[src/rtl/ram_share_arbiter.sv]
// Round-robin arbiter sharing one single-port RAM among NumReq requesters.
// A ReadLatency-deep tag pipeline steers each response strobe back to its issuer.
module ram_share_arbiter #(
  parameter int unsigned NumReq      = 2,
  parameter int unsigned AddrWidth   = 64,
  parameter int unsigned DataWidth   = 64,
  parameter int unsigned ReadLatency = 1,
  localparam int unsigned BeWidth    = DataWidth / 8,
  localparam int unsigned IdxWidth   = $clog2(NumReq)
) (
  input  logic                             clk_i,
  input  logic                             rst_ni,
  input  logic [NumReq-1:0]                req_i,
  output logic [NumReq-1:0]                gnt_o,
  input  logic [NumReq-1:0]                we_i,
  input  logic [NumReq-1:0][AddrWidth-1:0] addr_i,
  input  logic [NumReq-1:0][BeWidth-1:0]   be_i,
  input  logic [NumReq-1:0][DataWidth-1:0] wdata_i,
  output logic [NumReq-1:0]                rvalid_o,
  output logic [DataWidth-1:0]             rdata_o,
  output logic                             ram_req_o,
  output logic                             ram_we_o,
  output logic [AddrWidth-1:0]             ram_addr_o,
  output logic [BeWidth-1:0]               ram_be_o,
  output logic [DataWidth-1:0]             ram_wdata_o,
  input  logic [DataWidth-1:0]             ram_rdata_i
);

  // Reads and writes produce identical strobes, so only the owner is tracked.
  typedef struct packed {
    logic                valid;
    logic [IdxWidth-1:0] owner;
  } resp_t;

  logic [IdxWidth-1:0]     ptr_q, ptr_d;
  resp_t [ReadLatency-1:0] pipe_q, pipe_d;
  logic                    win_valid;
  logic [IdxWidth-1:0]     win_idx;

  // NOTE: every signal written in always_comb gets a default first, so no path can infer a latch.
  always_comb begin
    int unsigned idx;
    idx       = 0;
    win_valid = 1'b0;
    win_idx   = '0;
    for (int unsigned off = 0; off < NumReq; off++) begin
      idx = (32'(ptr_q) + off) % NumReq;
      if (!win_valid && req_i[IdxWidth'(idx)]) begin
        win_valid = 1'b1;
        win_idx   = IdxWidth'(idx);
      end
    end
  end

  always_comb begin
    gnt_o       = '0;
    ram_we_o    = 1'b0;
    ram_addr_o  = '0;
    ram_be_o    = '0;
    ram_wdata_o = '0;
    if (win_valid) begin
      gnt_o[win_idx] = 1'b1;
      ram_we_o       = we_i[win_idx];
      ram_addr_o     = addr_i[win_idx];
      ram_be_o       = be_i[win_idx];
      ram_wdata_o    = wdata_i[win_idx];
    end
  end

  assign ram_req_o = |req_i;
  assign rdata_o   = ram_rdata_i;

  always_comb begin
    ptr_d = ptr_q;
    if (win_valid) begin
      ptr_d = (win_idx == IdxWidth'(NumReq - 1)) ? '0 : win_idx + IdxWidth'(1);
    end
    pipe_d          = pipe_q;
    pipe_d[0].valid = win_valid;
    pipe_d[0].owner = win_idx;
    for (int unsigned s = 1; s < ReadLatency; s++) begin
      pipe_d[s] = pipe_q[s-1];
    end
  end

  always_comb begin
    rvalid_o = '0;
    rvalid_o[pipe_q[ReadLatency-1].owner] = pipe_q[ReadLatency-1].valid;
  end

  // NOTE: sequential state uses non-blocking assignments so every flop samples pre-edge values.
  always_ff @(posedge clk_i or negedge rst_ni) begin
    if (!rst_ni) begin
      ptr_q  <= '0;
      pipe_q <= '0;
    end else begin
      ptr_q  <= ptr_d;
      pipe_q <= pipe_d;
    end
  end

endmodule

[config.mk]
export PLATFORM = sky130hd
export DESIGN_NAME = ram_share_arbiter
export DESIGN_NICKNAME = d
export VERILOG_FILES = /design/src/rtl/ram_share_arbiter.sv
export SDC_FILE = /design/constraint.sdc
export NUM_CORES = 1
export LEC_CHECK = 0
export BUFFER_PORTS_ARGS = -buffer_cell sky130_fd_sc_hd__buf_2
export CORE_AREA = 2 2 210 212
export CTS_BUF_LIST = sky130_fd_sc_hd__clkbuf_4 sky130_fd_sc_hd__clkbuf_8
export DETAILED_ROUTE_END_ITERATION = 10
export DIE_AREA = 0 0 212 214
export PLACE_DENSITY_LB_ADDON = 0.12
export SLEW_MARGIN = 10
export SYNTH_ARGS = -nofsm -noshare
export SYNTH_HDL_FRONTEND = slang
export SYNTH_SLANG_ARGS = --single-unit
[constraint.sdc]
create_clock -name clk_i -period 2.9 [get_ports clk_i]
set_input_delay 0.145 -clock clk_i [delete_from_list [all_inputs] [get_ports clk_i]]
set_output_delay 0.145 -clock clk_i [all_outputs]
set_load 0.02 [all_outputs]
==> impl_metrics.json, run 1 <==
{
  "avgSynthCellArea_um2": 8.840,
  "path_clk_slew_ns": 0.03,
  "nNetsFinal": 924,
  "grt_use_total": 0.06518,
  "synthTopCellsByArea": "a32o_1 60%, buf_4 22%, buf_6 6.4%",
  "critPathLaunchType": "flop",
  "rr_endpoint": "pipe_q[0]",
  "cts.sinks": 3,
  "hold_violations": 0,
  "period_minus_slack_ns": 2.063,
  "crit_type": "reg2out",
  "max_cap_viol_count": 0,
  "rr_worst_depth": 2,
  "power_frac_clock": 0.105,
  "outcome": "finished, final reports clean",
  "crit_fanout": 62,
  "drtPass1Iterations": 5,
  "setup_violations": 0,
  "synth_top_area_frac": 0.5966,
  "grt_overflow": 0,
  "setup_tns_ns": 0,
  "area_growth_pct": 96.57,
  "grt_antenna_before_repair": 2,
  "ys_seq_area_frac": 0.03266,
  "synth_seq_cells": 3,
  "seqPwrFrac": 0.041,
  "totalWireLength_mm": 16.89,
  "fin_total_pwr_mw": 1.234,
  "vdd_ir_drop_max_v": 0.0001619,
  "final.setup_skew_ns": 0.002873,
  "via_per_inst": 3.241,
  "port_buffers": 419,
  "intPower_mw": 0.5886,
  "dieArea_um2": 45370,
  "num_antenna_cells": 0,
  "endpoint": "ram_addr_o[29]",
  "nFillCells": 5035,
  "hold_class": "in2reg",
  "critPathCaptureType": "primary output",
  "hold_slack_ns": 0.2489,
  "std_cell_rows": 76,
  "slew_headroom": 0.4371,
  "io_pins": 548,
  "cp.required_ns": 2.76,
  "cts_root_buffer": "clkbuf_8",
  "r2r_start": "ptr_q",
  "synth_cells": 260,
  "post-route-util": 0.1054,
  "ys.warnings.count": 0,
  "drtAntennaViolNets": 0,
  "syn_nets": 602,
  "power_leakage_nw": 2.178,
  "die_h_um": 214,
  "cp-startpoint": "ptr_q",
  "routedWlPerCell_um": 14.49,
  "power.switching_mw": 0.6458,
  "vias": 3779,
  "grt_setup_unrepaired": "false",
  "initial_utilization": 0.05359,
  "cp.arrival_ns": 1.92,
  "synth_top_area_cell": "a32o_1",
  "grt_pass1_vias": 3636,
  "grt_pass1_wl_mm": 22.79,
  "place_inst": 1161,
  "netlist_area_um2": 2298,
  "fmax_ghz": 0.4847,
  "grt_max_degree": 77,
  "cts_tree": "built",
  "globalplace.congestion": 0.7906,
  "min_from": "req_i[0]",
  "clock_latency_ns": 0.21,
  "coreArea_um2": 42890,
  "cts_buffers": 3,
  "drt_iter0_markers": 182,
  "cts_htree_levels": 1,
  "stdcell_count": 1166,
  "die_x_um": 212,
  "clock_path_buffers": 2,
  "slew_violations": 0,
  "reg2reg_slack_ns": 1.73,
  "powerDensity_nw_per_um2": 273.2,
  "ys_types": 14,
  "pwr-share-comb": 0.855,
  "tightest_slew_ns": 0.8443,
  "period_share": 0.7114,
  "p_sw_frac": 0.5232,
  "post_cts_buffers": 0,
  "drc": 0,
  "dp.final_hpwl_mm": 13.35,
  "drive_above_1_share": 0.7470
}
cells in the mapped netlist (all sizes together):
library cell	count
a21boi	1
a21oi	1
a32o	137
and2	3
buf	98
clkbuf	12
dfrtp	3
nand2b	1
nor2	1
nor2b	1
or2	2
per-stage QoR:
stage	instance area [µm²]	worst slack (ns)
2_1_floorplan	2298	1.576
3_3_place_gp	4459	1.056
3_5_place_dp	4459	1.087
4_1_cts	4518	0.8450
5_1_grt	4518	0.7575
6_report	4518	0.8369
worst min path at each step:
stage | endpoint | slack [ns] | depth (start not counted)
3_5_place_dp | pipe_q[1] | -0.05 | 1
5_1_grt | pipe_q[1] | 0.27 | 2
2_1_floorplan | pipe_q[0] | -0.15 | 0
6_report | pipe_q[1] | 0.25 | 2
4_1_cts | pipe_q[1] | 0.25 | 2
3_3_place_gp | pipe_q[1] | -0.05 | 1
layout by cell type (no fill, tap or decap), drive strengths merged:
cell type and n:
a21boi 1, a21oi 1, a32o 137, and2 3, buf 426, clkbuf 4, dfrtp 3, dlygate4sd3 1
nand2b 1, nor2 1, nor2b 1, or2 2
critical path: stages, from the launching register on:
cell      delay, ns
dfrtp_1        0.43
a21boi_4       0.21
buf_4          0.57
a32o_1         0.23
buf_2          0.17
sequential cells by signal, summed over array words and instances (netlist names):
register,cells
pipe_q,2
ptr_q,1
routing by layer:
metal | vias up | wire length, µm | track usage
li1 | 1725 | - | -
met1 | 1782 | 6689 | 0.07576
met2 | 260 | 8766 | 0.1252
met3 | 10 | 1360 | 0.01510
met4 | 2 | 66 | 0.002582
met5 | - | 10 | 0
cells by family after synthesis:
family	Yosys count	share of synthesized area
AOI/OAI and AO/OA	139	0.6037
buffers and inverters	110	0.3397
DFF	3	0.03266
and+or+nand+nor	8	0.02395
power by group through the flow:
stage	clock network [mW]	logic [mW]	registers (mW)
5_1_grt	0.137	1.13	0.0510
3_5_place_dp	0	1.07	0.0507
4_1_cts	0.133	1.07	0.0504
2_1_floorplan	0	0.759	0.0492
6_report	0.129	1.05	0.0505
3_3_place_gp	0	1.09	0.0507
timing repair:
| item | in CTS | in global routing |
|---|---|---|
| hold buffers | 1 | 0 |
| hold endpoints to repair | 3 | 0 |
| gates resized for setup | 0 | 0 |
area by class of cell:
cell class / count / area, µm² / share of cell area
repair buffers: 427 / 2212 / 0.4896
multi-input cells: 147 / 1450 / 0.3210
well taps: 585 / 732.0 / 0.1620
flip-flops and latches: 3 / 75.07 / 0.01662
clock buffers: 4 / 48.80 / 0.01080
Power figures use the tool's default switching activity.
==> inputs of run 2 (changes only) <==
--- a/config.mk
+++ b/config.mk
@@ -6,10 +6,10 @@
 export NUM_CORES = 1
 export LEC_CHECK = 0
 export BUFFER_PORTS_ARGS = -buffer_cell sky130_fd_sc_hd__buf_2
-export CORE_AREA = 2 2 210 212
+export CORE_AREA = 2 2 213 215
 export CTS_BUF_LIST = sky130_fd_sc_hd__clkbuf_4 sky130_fd_sc_hd__clkbuf_8
 export DETAILED_ROUTE_END_ITERATION = 10
-export DIE_AREA = 0 0 212 214
+export DIE_AREA = 0 0 215 217
 export PLACE_DENSITY_LB_ADDON = 0.12
 export SLEW_MARGIN = 10
 export SYNTH_ARGS = -nofsm -noshare
==> constraint.sdc (replaced) <==
create_clock -name clk_i -period 1.9 [get_ports clk_i]
set_input_delay 0.095 -clock clk_i [delete_from_list [all_inputs] [get_ports clk_i]]
set_output_delay 0.095 -clock clk_i [all_outputs]
set_load 0.02 [all_outputs]
==> run 2 against run 1 <==
Against the previous run:
- combinational power up 59%
- register-to-register slack worse by 0.85 ns
- sequential share of layout area down 0.055 points
- cell count up 2.4%
- critical path depth up 1
- worst hold slack worse by 0.059 ns
- final area up 3.4%
- clock skew down 0.0011 ns
- total power up 58%
- critical endpoint is now ram_be_o[2]
- largest cell class unchanged
- largest power group unchanged
==> impl_metrics.json, run 2 (same netlist as run 1, synthesis figures left out) <==
{
  "placed_cell_area_um2": 4598,
  "die_h_um": 217,
  "maxUsedRoutingLayer": "met4",
  "clock_latency_ns": 0.21,
  "drt_iter0_markers": 164,
  "endpoint": "ram_be_o[2]",
  "powerDensity_nw_per_um2": 416.9,
  "std_cell_rows": 78,
  "crit_type": "reg2out",
  "drc": 0,
  "hold_violations": 0,
  "port_buffers": 419,
  "multi_input_area_um2": 1450,
  "num_antenna_cells": 0,
  "area_growth_pct": 103.3,
  "nNetsFinal": 937,
  "outcome": "finished, final reports clean",
  "wl_met3_mm": 1.536,
  "critPathCaptureType": "primary output",
  "grt_antenna_before_repair": 1,
  "grt_pass1_vias": 3692,
  "initial_utilization": 0.05142,
  "r2r_start": "ptr_q",
  "globalplace.congestion": 0.7201,
  "cp.required_ns": 1.80,
  "setup_violations": 0,
  "hold_slack_ns": 0.1900,
  "dp.final_hpwl_mm": 14.81,
  "grt_max_degree": 61,
  "dieArea_um2": 46660,
  "slew_violations": 0,
  "coreArea_um2": 44700,
  "top_register": "pipe_q",
  "reg_top3": "pipe_q: 2 flops, ptr_q: 1 flops",
  "drtPass1Iterations": 4,
  "crit_fanout": 17,
  "cts_tree": "built",
  "io_pins": 548,
  "totalWireLength_mm": 17.99,
  "die_x_um": 215,
  "via_per_inst": 3.237,
  "cp-startpoint": "ptr_q",
  "hold_class": "in2out",
  "critPathLaunchType": "flop",
  "slew_headroom": 0.7644,
  "period_share": 0.9551,
  "seq_area_um2": 75.07,
  "post-route-util": 0.1045,
  "power_leakage_nw": 2.252,
  "drive_above_1_share": 0.7525,
  "grt_pass1_wl_mm": 24.20,
  "grt_use_total": 0.06692,
  "vdd_ir_drop_max_v": 0.0003485,
  "final_area_um2": 4672,
  "cts.sinks": 3,
  "dr_wl_met2_mm": 9.546,
  "cts_root_buffer": "clkbuf_8",
  "clock_path_buffers": 2,
  "final.setup_skew_ns": 0.001751,
  "path_clk_slew_ns": 0.03,
  "grt_setup_unrepaired": "false",
  "vias": 3865,
  "cp.arrival_ns": 1.72,
  "setup_tns_ns": 0,
  "nFillCells": 5309,
  "routedWlPerCell_um": 15.07,
  "grt_overflow": 0,
  "period_minus_slack_ns": 1.815,
  "drt-met1-wl_mm": 6.795,
  "tightest_slew_ns": 0.3534,
  "layout_commonest_cell": "buf_2",
  "cts_htree_levels": 1,
  "cts_buffers": 3,
  "fmax_ghz": 0.5511,
  "reg2reg_slack_ns": 0.88,
  "cts_resized": 0,
  "final_cell_mix": "418 x buf_2, 137 x a32o_1, 14 x buf_4",
  "rr_endpoint": "pipe_q[0]",
  "rr_worst_depth": 2,
  "drtAntennaViolNets": 0,
  "largest_reg_flops": 2,
  "max_cap_viol_count": 0
}
run 2: cell types whose count changed in the layout (fill, tap and decap cells not counted):
cell    previous run  this run
buf_12             4         7
buf_4              4        14
run 2: what timing repair did:
action	in CTS	in global routing
setup endpoints to repair	0	29
endpoints found under the hold margin	3	0
hold buffers	1	0
setup buffers	0	2
run 2: worst min path at each step:
stage	from	end	depth (start not counted)
after floorplan	rst_ni	pipe_q[0]	0
after global placement	rst_ni	pipe_q[0]	1
after detailed placement	rst_ni	pipe_q[1]	1
after CTS	ram_rdata_i[21]	rdata_o[21]	0
after global routing	ram_rdata_i[14]	rdata_o[14]	0
final	ram_rdata_i[51]	rdata_o[51]	0
run 2: cell type report:
class,instances,share of cell area
Clock buffer,4,0.01044
Multi-Input combinational cell,147,0.3104
Sequential cell,3,0.01607
Tap cell,600,0.1607
Timing Repair Buffer,440,0.5024
run 2: routing by layer:
| metal | global-route usage | up-vias |
|---|---|---|
| met2 | 0.1284 | 279 |
| met1 | 0.07686 | 1821 |
| met5 | 0 | - |
| met4 | 0.005517 | 0 |
| li1 | - | 1753 |
| met3 | 0.01719 | 12 |
run 2: through the flow:
| step | cells | worst slack, ns | total power, mW |
|---|---|---|---|
| 2_1_floorplan | 260 | 0.6262 | 1.234 |
| 3_3_place_gp | 1187 | 0.2653 | 1.789 |
| 3_5_place_dp | 1187 | 0.2196 | 1.758 |
| 4_1_cts | 1192 | 0.002824 | 1.971 |
| 5_1_grt | 1194 | 0.02128 | 2.078 |
| 6_report | 1194 | 0.08537 | 1.948 |
run 2: worst max-delay path, cell delays in order (launching register included):
cell and delay (ns):
dfrtp_1 0.43, a21boi_4 0.26, buf_12 0.19, buf_4 0.22
a32o_1 0.20, buf_2 0.19
run 2: power by group:
part           switching (mW)  internal (mW)  leakage (nW)  total [mW]
clock network          0.0429          0.157        0.0262       0.200
logic                   0.958          0.712          2.19        1.67
registers             0.00704         0.0704        0.0338      0.0775
==> inputs of run 3 (changes only) <==
--- a/config.mk
+++ b/config.mk
@@ -6,10 +6,10 @@
 export NUM_CORES = 1
 export LEC_CHECK = 0
 export BUFFER_PORTS_ARGS = -buffer_cell sky130_fd_sc_hd__buf_2
-export CORE_AREA = 2 2 213 215
+export CORE_AREA = 2 2 210 212
 export CTS_BUF_LIST = sky130_fd_sc_hd__clkbuf_4 sky130_fd_sc_hd__clkbuf_8
 export DETAILED_ROUTE_END_ITERATION = 10
-export DIE_AREA = 0 0 215 217
+export DIE_AREA = 0 0 212 214
 export PLACE_DENSITY_LB_ADDON = 0.12
 export SLEW_MARGIN = 10
 export SYNTH_ARGS = -nofsm -noshare
==> constraint.sdc (replaced) <==
create_clock -name clk_i -period 2.2 [get_ports clk_i]
set_input_delay 0.11 -clock clk_i [delete_from_list [all_inputs] [get_ports clk_i]]
set_output_delay 0.11 -clock clk_i [all_outputs]
set_load 0.02 [all_outputs]
==> run 3 against run 2 <==
Against the previous run:
- clock skew down 0.0010 ns
- sequential power down 15%
- final area down 2.9%
==> impl_metrics.json, run 3 (same netlist as run 1, synthesis figures left out) <==
{
  "outcome": "finished, final reports clean",
  "period_share": 0.8733,
  "port_buffers": 419,
  "slew_violations": 0,
  "crit_type": "reg2out",
  "drt_iter0_markers": 167,
  "setup_violations": 0,
  "intPower_mw": 0.7799,
  "fmax_ghz": 0.5205,
  "coreArea_um2": 42890,
  "max_stage_delay_ns": 0.41,
  "io_pins": 548,
  "cts_tree": "built",
  "powerDensity_nw_per_um2": 358.5,
  "hold_class": "in2out",
  "vias": 3804,
  "globalplace.congestion": 0.7465,
  "p_sw_frac": 0.5204,
  "nNetsFinal": 923,
  "vdd_ir_drop_max_v": 0.0001440,
  "grt_setup_unrepaired": "false",
  "die_x_um": 212,
  "period_minus_slack_ns": 1.921,
  "die_h_um": 214,
  "power_leakage_nw": 2.182,
  "final_cell_mix": "418 x buf_2, 137 x a32o_1, 6 x buf_12",
  "cp.arrival_ns": 1.81,
  "max_cap_viol_count": 0,
  "layout_commonest_cell": "buf_2",
  "pwr-share-comb": 0.854,
  "grt_pass1_wl_mm": 23.29,
  "num_antenna_cells": 0,
  "cts.sinks": 3,
  "drc": 0,
  "cts_buffers": 3,
  "cts_htree_levels": 1,
  "power_frac_clock": 0.105,
  "hold_violations": 0,
  "post-route-util": 0.1058,
  "power.switching_mw": 0.8462,
  "drive_above_1_share": 0.7466,
  "clock_path_buffers": 2,
  "grt_max_degree": 74,
  "area_growth_pct": 97.33,
  "cts_root_buffer": "clkbuf_8",
  "drtPass1Iterations": 4,
  "std_cell_rows": 76,
  "largest_reg_flops": 2,
  "crit_slowest_cell": "dfrtp_1",
  "clock_latency_ns": 0.21,
  "path_cells": "nand2b_4 > buf_12 > a32o_1 > buf_2",
  "grt_use_total": 0.06638,
  "final.setup_skew_ns": 0.0007057,
  "critPathCaptureType": "primary output",
  "drtAntennaViolNets": 0,
  "initial_utilization": 0.05359,
  "routedWlPerCell_um": 14.53,
  "setup_tns_ns": 0,
  "via_per_inst": 3.265,
  "grt_overflow": 0,
  "cts_resized": 0,
  "seqPwrFrac": 0.041,
  "cp.required_ns": 2.09,
  "crit_fanout": 66,
  "totalWireLength_mm": 16.93,
  "critPathLaunchType": "flop",
  "path_clk_slew_ns": 0.03,
  "grt_pass1_vias": 3766,
  "dp.final_hpwl_mm": 13.88,
  "tightest_slew_ns": 0.3912,
  "slew_headroom": 0.7392,
  "grt_antenna_before_repair": 1,
  "dieArea_um2": 45370,
  "reg_top3": "pipe_q: 2 flops, ptr_q: 1 flops",
  "top_register": "pipe_q"
}
run 3: changes by cell type in the layout (fill, tap and decap cells not counted), sizes merged:
| cell | delta |
|---|---|
| buf | -14 |
run 3: path summary, 6_finish.rpt:
kind / slack [ns] / from / to / depth (start not counted)
hold / removal: 0.22 / ram_rdata_i[21] / rdata_o[21] / 0
setup reg to reg: 0.83 / ptr_q / pipe_q[0] / 3
max in group asynchronous: 1.85 / rst_ni / ptr_q / 2
hold reg to reg: 0.55 / ptr_q / ptr_q / 1
min in group asynchronous: 0.23 / rst_ni / pipe_q[0] / 2
setup / recovery: 0.28 / ptr_q / ram_be_o[7] / 4
run 3: routing by layer:
layer | vias to the layer above | share of wire | track usage
met2 | 265 | 0.54 | 0.1309
met3 | 10 | 0.081 | 0.01173
met4 | 0 | 0.0051 | 0.007746
li1 | 1723 | - | -
met5 | - | 0 | 0
met1 | 1806 | 0.37 | 0.07469
run 3: worst max-delay path, delay by kind of cell, from the launching register on:
| kind | cells | cell delay, ns |
|---|---|---|
| buf+inv | 2 | 0.47 |
| flops | 1 | 0.41 |
| simple gates | 1 | 0.36 |
| compound gates | 1 | 0.24 |
run 3: power groups by stage:
| stage | Combinational, mW | Sequential [mW] | Clock [mW] |
|---|---|---|---|
| global placement | 1.43 | 0.0666 | 0 |
| floorplan | 1.00 | 0.0648 | 0 |
| detailed placement | 1.40 | 0.0666 | 0 |
| global route | 1.49 | 0.0672 | 0.179 |
| CTS | 1.41 | 0.0661 | 0.177 |
| finish | 1.39 | 0.0659 | 0.171 |
run 3: cell type report:
cell class | instances | area (µm²)
Sequential cell | 3 | 75.07
Clock buffer | 4 | 48.80
Tap cell | 585 | 732.0
Multi-Input combinational cell | 147 | 1450
Timing Repair Buffer | 426 | 2230
Fill cell | 5040 | 38350
run 3: through the flow:
step                total power [mW]  area, µm²  std cells  hold WS (ns)  setup WS, ns
floorplan                      1.066       2298        260       -0.1856        0.9112
global placement               1.494       4477       1160      -0.07550        0.4941
detailed placement             1.471       4477       1160      -0.07585        0.5078
CTS                            1.654       4536       1165        0.2201        0.2741
global route                   1.734       4536       1165        0.2200        0.1963
finish                         1.626       4536       1165        0.2200        0.2787
run 3: repair_timing:
| item | CTS | global route |
|---|---|---|
| hold buffers | 1 | 0 |
| hold endpoints to repair | 3 | 0 |
| setup buffers | 0 | 0 |
